==> src/rtl/sar_pkg.sv <==
// Shared constants for the SAR comparator controller: FSM state encoding,
// synchronizer depth and majority-vote sample count.
package sar_pkg;

  localparam logic [1:0] ST_IDLE   = 2'd0;
  localparam logic [1:0] ST_SETTLE = 2'd1;
  localparam logic [1:0] ST_SAMPLE = 2'd2;
  localparam logic [1:0] ST_DONE   = 2'd3;

  localparam int SYNC_STAGES = 2;
  localparam int MAJ_SAMPLES = 3;

endpackage

==> src/rtl/cmp_sync.sv <==
// Multi-flop synchronizer bringing the asynchronous comparator decision into
// the clk domain. Depth comes from SYNC_STAGES (2).
module cmp_sync
  import sar_pkg::*;
(
  input  logic clk,
  input  logic rst_n,
  input  logic i_d,
  output logic o_q
);

  logic [SYNC_STAGES-1:0] r_sync;

  // shift the raw input through the flop chain
  always_ff @(posedge clk or negedge rst_n) begin
    if (!rst_n) r_sync <= '0;
    else        r_sync <= {r_sync[SYNC_STAGES-2:0], i_d};
  end

  assign o_q = r_sync[SYNC_STAGES-1];

endmodule

==> src/rtl/cmp_sar_ctrl.sv <==
// Successive-approximation controller for an external DAC + comparator.
// Each bit trial: SETTLE (SETTLE_CYC+2 cycles, covers DAC settling and the
// synchronizer delay) then SAMPLE. Optional macro CMP_MAJORITY_EN stretches
// SAMPLE to 3 cycles and decides each bit by a 2-of-3 vote.
module cmp_sar_ctrl
  import sar_pkg::*;
#(
  parameter int N_BITS     = 8,
  parameter int SETTLE_CYC = 2
) (
  input  logic              clk,
  input  logic              rst_n,
  input  logic              start,
  input  logic              cmp_in,
  output logic [N_BITS-1:0] dac_code,
  output logic              busy,
  output logic              done,
  output logic [N_BITS-1:0] result
);

  localparam int IW = (N_BITS > 1) ? $clog2(N_BITS) : 1;
  localparam logic [N_BITS-1:0] MSB_CODE = {1'b1, {(N_BITS-1){1'b0}}};
  localparam logic [4:0] SETTLE_LD = 5'(SETTLE_CYC + 1);

  logic [1:0]        r_state;
  logic [IW-1:0]     r_idx;
  logic [4:0]        r_cnt;
  logic [N_BITS-1:0] r_dac;
  logic [N_BITS-1:0] r_result;

  logic              w_cmp;
  logic              w_bit;
  logic              w_last_sample;
  logic [N_BITS-1:0] w_dec;
  logic [N_BITS-1:0] w_next;

  cmp_sync u_sync (
    .clk   (clk),
    .rst_n (rst_n),
    .i_d   (cmp_in),
    .o_q   (w_cmp)
  );

`ifdef CMP_MAJORITY_EN
  logic [1:0] r_votes;

  // keep the two earlier samples of the window; the third is taken live
  always_ff @(posedge clk or negedge rst_n) begin
    if (!rst_n)                    r_votes <= '0;
    else if (r_state == ST_SAMPLE) r_votes <= {r_votes[0], w_cmp};
  end

  assign w_bit = (r_votes[1] & r_votes[0]) | (r_votes[1] & w_cmp) |
                 (r_votes[0] & w_cmp);
  assign w_last_sample = (r_cnt == 5'd0);
`else
  assign w_bit = w_cmp;
  assign w_last_sample = 1'b1;
`endif

  // current trial bit resolved, and the code with the next lower bit raised
  always_comb begin
    w_dec = r_dac;
    w_dec[r_idx] = w_bit;
    w_next = w_dec;
    if (r_idx != '0) w_next[r_idx - IW'(1)] = 1'b1;
  end

  // conversion sequencer
  always_ff @(posedge clk or negedge rst_n) begin
    if (!rst_n) begin
      r_state  <= ST_IDLE;
      r_idx    <= '0;
      r_cnt    <= '0;
      r_dac    <= '0;
      r_result <= '0;
    end else begin
      case (r_state)
        ST_IDLE: begin
          if (start) begin
            r_idx   <= IW'(N_BITS - 1);
            r_dac   <= MSB_CODE;
            r_cnt   <= SETTLE_LD;
            r_state <= ST_SETTLE;
          end
        end
        ST_SETTLE: begin
          if (r_cnt == 5'd0) begin
            r_state <= ST_SAMPLE;
`ifdef CMP_MAJORITY_EN
            r_cnt   <= 5'(MAJ_SAMPLES - 1);
`endif
          end else begin
            r_cnt <= r_cnt - 5'd1;
          end
        end
        ST_SAMPLE: begin
          if (w_last_sample) begin
            if (r_idx != '0) begin
              r_dac   <= w_next;
              r_idx   <= r_idx - IW'(1);
              r_cnt   <= SETTLE_LD;
              r_state <= ST_SETTLE;
            end else begin
              // result goes valid together with the done pulse
              r_dac    <= w_dec;
              r_result <= w_dec;
              r_state  <= ST_DONE;
            end
          end else begin
            r_cnt <= r_cnt - 5'd1;
          end
        end
        default: r_state <= ST_IDLE;
      endcase
    end
  end

  assign dac_code = r_dac;
  assign result   = r_result;
  assign busy     = (r_state != ST_IDLE);
  assign done     = (r_state == ST_DONE);

endmodule
==> config.mk <==
export PLATFORM = sky130hd
export DESIGN_NAME = cmp_sar_ctrl
export DESIGN_NICKNAME = d
export VERILOG_FILES = /design/src/rtl/sar_pkg.sv /design/src/rtl/cmp_sync.sv /design/src/rtl/cmp_sar_ctrl.sv
export SDC_FILE = /design/constraint.sdc
export NUM_CORES = 1
export LEC_CHECK = 0
export CAP_MARGIN = 10
export CORE_UTILIZATION = 31
export DETAILED_ROUTE_END_ITERATION = 8
export HOLD_SLACK_MARGIN = 0.1
export SETUP_SLACK_MARGIN = 0.4
export SLEW_MARGIN = 25
export SYNTH_ARGS = -nofsm -noshare
export SYNTH_HDL_FRONTEND = slang
export SYNTH_HIERARCHICAL = 1
export SYNTH_SLANG_ARGS = --single-unit
==> constraint.sdc <==
create_clock -name clk -period 1.55 [get_ports clk]
set_input_delay 0.31 -clock clk [delete_from_list [all_inputs] [get_ports clk]]
set_output_delay 0.31 -clock clk [all_outputs]
set_load 0.01 [all_outputs]
# ---- Word-level counts from Yosys, hierarchy flattened
# Index checks and enable logic that the tools add are counted.
# Widths: inputs -> output; s select.
dict set report totals {
  regBits 28
  latchBits 0
  elab_cells 53
  n_memories 0
  mem_bits_ro 0
  ramBits 0
  output_inout_bits 18
}
dict set report classes {
  shift 0
  n_reduce_logical 13
  order_cmp 4
  div_mod_pow 0
  mul 0
  bitwise 2
  n_eq_ne 7
  muxes 19
  addsub 2
}
# cell n
set op_table {}
lappend op_table {{$mux 8} 2}
lappend op_table {{$pmux 8 s2} 1}
lappend op_table {{$mux 5} 3}
lappend op_table {{$pmux 5 s3} 1}
lappend op_table {{$bwmux 8} 1}
lappend op_table {{$lt 3x4->1 const B} 2}
lappend op_table {{$ne 2x2->1 const B} 4}
lappend op_table {{$or 8x8->8} 1}
lappend op_table {{$demux 1 s3} 2}
lappend op_table {{$ge 3x1->1 const B} 2}
lappend op_table {{$mux 2} 3}
lappend op_table {{$mux 3} 2}
lappend op_table {{$pmux 2 s3} 1}
lappend op_table {{$pmux 3 s2} 1}
lappend op_table {{$reduce_and 2->1} 3}
lappend op_table {{$reduce_bool 3->1} 2}
lappend op_table {{$logic_not 5->1} 1}
lappend op_table {{$sub 5x1->5 const B} 1}
lappend op_table {{$eq 2x2->1 const B} 2}
lappend op_table {{$reduce_and 4->1} 1}
lappend op_table {{$reduce_bool 2->1} 2}
lappend op_table {{$reduce_and 3->1} 1}
lappend op_table {{$sub 3x1->3 const B} 1}
lappend op_table {{$eq 2x1->1 const B} 1}
lappend op_table {{other kinds (4)} 6}

# ---- Logic depth before layout (Yosys ltp)
dict set report logic_depth {
  word_depth 8
  mapped_depth 8
  mapped_depth_nobuf 5
}

# ---- Modules after synthesis
# Netlist, hierarchy kept.
# mod cells_per_inst seq_area_each_um2 instances area_per_inst_um2
set modules_own_cells {}
lappend modules_own_cells {cmp_sar_ctrl 140 650.6 1 1382.6}
lappend modules_own_cells {cmp_sync 2 50.0 1 50.0}

# ---- Worst setup path before layout
# OpenSTA, ideal clock, no wires.
dict set report synth_path {
  path_kind {reg2reg}
  startpoint {register r_cnt[0]}
  endpoint {register r_cnt[3]}
  arrival_time_ps 1517
  required_time_ps 1425
  period_less_slack_ps 1642
  setup_slack_ps -92
  path_stages_with_launch 6
  path_buffers 0
  path_cell_list {dfrtp_1 > inv_1 > ha_1 > or4b_4 > nand3_1 > mux2_2}
}
dict set report synth_between {
  elab_chain_cells 3
  word_cells_on_any_way 6
}
# item line_no
set synth_lines {}
lappend synth_lines {{start, declared} cmp_sar_ctrl.sv:27} ;# logic [4:0] r_cnt;
lappend synth_lines {{start signal, assigned} cmp_sar_ctrl.sv:94} ;# r_cnt <= r_cnt - 5'd1;
lappend synth_lines {{start signal, assigned} cmp_sar_ctrl.sv:111} ;# r_cnt <= r_cnt - 5'd1;
lappend synth_lines {{$sub 5x1->5 / $logic_not 5->1 (equally long branches)} -}
lappend synth_lines {{$mux 5 / $ne 2x2->1 (equally long branches)} -}
lappend synth_lines {{$pmux 5 s3 / $reduce_and 4->1 (equally long branches)} -}
# Several ways; a longest one is shown, not always the timed one. The select of a mux whose other input is x is not followed.
# A chain may end at the register's enable or synchronous reset.

# ---- Worst setup path in the final report
# Ends and elaborated chain as after synthesis.

==> results list <==
- Count of TritonRoute iterations in the first routing pass: 4
* Diodes inserted: 0
* Largest driver fanout on the critical path: 5
- CTS built an H-tree with a depth of 1.
- Across every metal layer, demand over resource in global routing totals 16.67%.
- STA classifies the critical path endpoint as a flop.
- After detailed routing, the average wire length per cell comes to around 17 µm.
* Number of buffers and inverters on the critical path: 1
* Slew Viols, Final: 0
- The floorplan step set the die width to between 60 and 70 µm.
- The post-route netlist has 63.29% of its cells at a drive strength greater than 1.
* Synth cell types: 35
- Number of flops mapped to enable cells by yosys: 0
* Clock Skews: 2.856 ps
- Min-delay worst type: flop to flop
- A synthesized cell averages about 10 µm².
* Via count: 1,378
- Primary FF master, synth: dfrtp_1
- The first global-routing pass estimated roughly 6500 µm of wire.
* I/O pin count: 22
* Number of antenna violations at the first check in global routing: 0
- Number of buffers created by CTS: 3
* Final hold violation count: 0
* Number of nets produced by synthesis: between 100 and 150
* Num rows: 24
- Maximum number of pins on one net before global-route repair: 29
- Final core area utilization: a little under three fifths
- Remaining global-route overflow: 0
* Final Instance Area: between 0.002 and 0.0025 mm²
- The worst path uses 107.1% of the clock period.
- Clk Tree Root Cell: clkbuf_8
- Clk Latency, worst-skew pair: between 200 and 300 ps
- RSZ-0062 raised after global routing: yes
- The cell count after synthesis came out at around 140.
- Post-route antenna net violation count: 0
- Setup violations remaining at the end of the flow were counted as 4.
- In this run the vertical extent of the chip is 69.98 µm.
- Initial Util: between 30% and 40%
- Overall power consumption after layout is estimated at ~0.0030 W.
- After layout, the minimum clock period comes to ~1700 ps.
- Dividing total power by cell area gives a power density of roughly 1200 mW/mm².
- The net count of the finished layout is around 220.
- Post-DP HPWL: about 2500 µm
- Final worst setup slack: -109.4 ps
* Area of the core: 0.004384 mm²
- VDD sags by at most approximately 0.54 mV.
* Total cell area at the placement stage: around 0.0019 mm²
- Walking the worst path, the cells encountered are inv_1 -> ha_2 -> or4b_4 -> nand3_2 -> mux2_4.
* Number of sinks on the clock net: 28
* Fraction of registers with async set/reset: 100.0%
- Achievable Freq: between 0.6 and 0.7 GHz
- Broken down by cell family, the worst path's largest delay share belongs to simple AND/OR/NAND/NOR gates.
- Maximum buffer depth of the clock tree: 2
- DRT Wirelength: 4373 µm
* PortBufs: 21
- The first routing iteration left 57 violations.
- After detailed routing, the number of vias per cell comes to between 5 and 6.
- CP max stage delay: approximately 510 ps
- The worst setup path is launched from a flop.
- The final reports fail on negative setup slack.
- Max-cap violations in this run came to 0.
- FF+latch count, synth: 28
* Cell Count Post-Placement: ~220
- Area enclosed by the die boundary: between 0.004 and 0.005 mm²
- After detailed routing, the number of remaining DRC violations is 0.
- During synthesis, Yosys emitted a total of 6 warnings.
- The worst pin sits at a relative slew slack of between 70% and 80%.
* Vias in the first global route: 1,396
- At the end of routability-driven placement, the weighted congestion stood at 0.8630.
- For this design the static power due to leakage is ~1.1 nW.
- Leaving out filler cells and counting taps, the final layout contains between 200 and 300.
* Seq/Total Area, Yosys: 48.91%
* Critical Path AT: about 1800 ps
* Clock tree from TritonCTS: yes
- For the pin with the worst max-slew slack, the measured transition is between 400 and 500 ps.
- Layout overhead on the synthesized area: 73.36%
- Clock-pin slew on the worst setup and hold paths: 100 ps
- Post-synthesis instance area: around 0.0014 mm²
- Slowest cell on the critical path: or4b_4
- Worst Path Class, Setup: flop to flop
- The run finished, with violations left.
- Req. time, crit path: between 1500 and 2000 ps
==> cells in the final DEF, fill, tap and decap left out, types with 5 or more instances in the layout <==
cell type	synthesis	routed
buf_6	0	13
a21oi_2	0	8
dfrtp_1	28	27
nor2_4	0	8
inv_1	7	5
buf_2	5	16
o221ai_2	0	5
nand2_1	9	9
mux2i_2	0	5
buf_4	2	32
==> worst paths after layout <==
path	startpoint	endpoint	slack, ps	cells after the start
max in group asynchronous	rst_n	r_idx[2]$_DFFE_PN0P_	860	2
setup reg to reg	r_cnt[0]$_DFFE_PN0P_	r_cnt[3]$_DFFE_PN0P_	-110	5
hold / removal	u_sync/r_sync[0]$_DFF_PN0_	u_sync/r_sync[1]$_DFF_PN0_	370	0
hold reg to reg	u_sync/r_sync[0]$_DFF_PN0_	u_sync/r_sync[1]$_DFF_PN0_	370	0
min in group asynchronous	rst_n	dac_code[7]$_DFFE_PN0P_	400	2
setup / recovery	r_cnt[0]$_DFFE_PN0P_	r_cnt[3]$_DFFE_PN0P_	-110	5
==> cell usage after synthesis (4+ instances only) <==
library cell / n / area (µm²)
mux2i_1: 8 / 80.08
a21oi_1: 13 / 65.06
dfrtp_1: 28 / 700.7
inv_1: 7 / 26.28
buf_2: 5 / 25.02
o221ai_1: 6 / 52.55
nand3b_1: 4 / 30.03
nor2_1: 10 / 37.54
nand3_1: 4 / 20.02
nand2_1: 9 / 33.78
==> power by group <==
| part | total [W] | internal, W | switching, W |
|---|---|---|---|
| Clock | 0.000583 | 0.000346 | 0.000236 |
| Sequential | 0.000927 | 0.000844 | 0.0000833 |
| Combinational | 0.00149 | 0.000793 | 0.000698 |
| Total | 0.00300 | 0.00198 | 0.00102 |
==> worst reg2reg max path, cell delays in order, from the launching register on <==
cell and delay, ps:
dfrtp_1 400, inv_1 70, ha_2 160, or4b_4 510
nand3_2 110, mux2_4 300
==> area by class of cell <==
class | count | area, µm²
tap | 52 | 65.06
clock inverter | 1 | 30.03
multi-input combinational | 98 | 1005
timing repair buffer | 70 | 611.8
inverter | 7 | 28.78
sequential | 28 | 701.9
fill | 346 | 1901
clock buffer | 3 | 41.29
==> flip-flops by register name, indices dropped and copies added, names as in the netlist <==
| signal | flops |
|---|---|
| dac_code | 8 |
| result | 8 |
| r_cnt | 5 |
| r_idx | 3 |
| r_state | 2 |
| u_sync/r_sync | 2 |
==> cells by family (layout without fill, tap and decap cells) <==
| kind of cell | after synthesis | after routing | share of synthesized area [%] |
|---|---|---|---|
| AO/OA/AOI/OAI | 34 | 34 | 15.98 |
| buffers and inverters | 16 | 81 | 5.153 |
| flip-flops | 28 | 28 | 48.91 |
| adder cells (fa/ha/maj) | 3 | 3 | 2.620 |
| multiplexers | 11 | 11 | 7.948 |
| AND/OR/NAND/NOR | 50 | 50 | 19.39 |
==> layer usage <==
metal,vias up,GRT usage [%],share of wire [%],routed length [µm]
met2,29,27.99,51,2245
met4,0,9.333,3.9,172
met1,686,20.11,42,1845
met3,15,2.886,2.5,109
li1,648,-,-,-
met5,-,0,0,0
==> stage by stage <==
step                      setup WS (ps)  TNS [ps]  hold WS (ps)
after floorplan                  -49.86    -91.00         14.41
after global placement           -41.07    -90.84         334.8
after detailed placement         -129.8    -393.5         354.4
after CTS                        -96.76    -263.9         378.8
after global routing             -161.5    -589.2         382.8
final                            -109.4    -252.9         368.6
==> repair_timing <==
item,4_1_cts,5_1_grt
cloned,0,1
hold buffers,0,0
pin swaps,13,12
resized for setup,116,28
endpoints found under the setup margin,44,38
setup buffers,20,13
hold endpoints to repair,0,0
(Power assumes the default switching activity.)
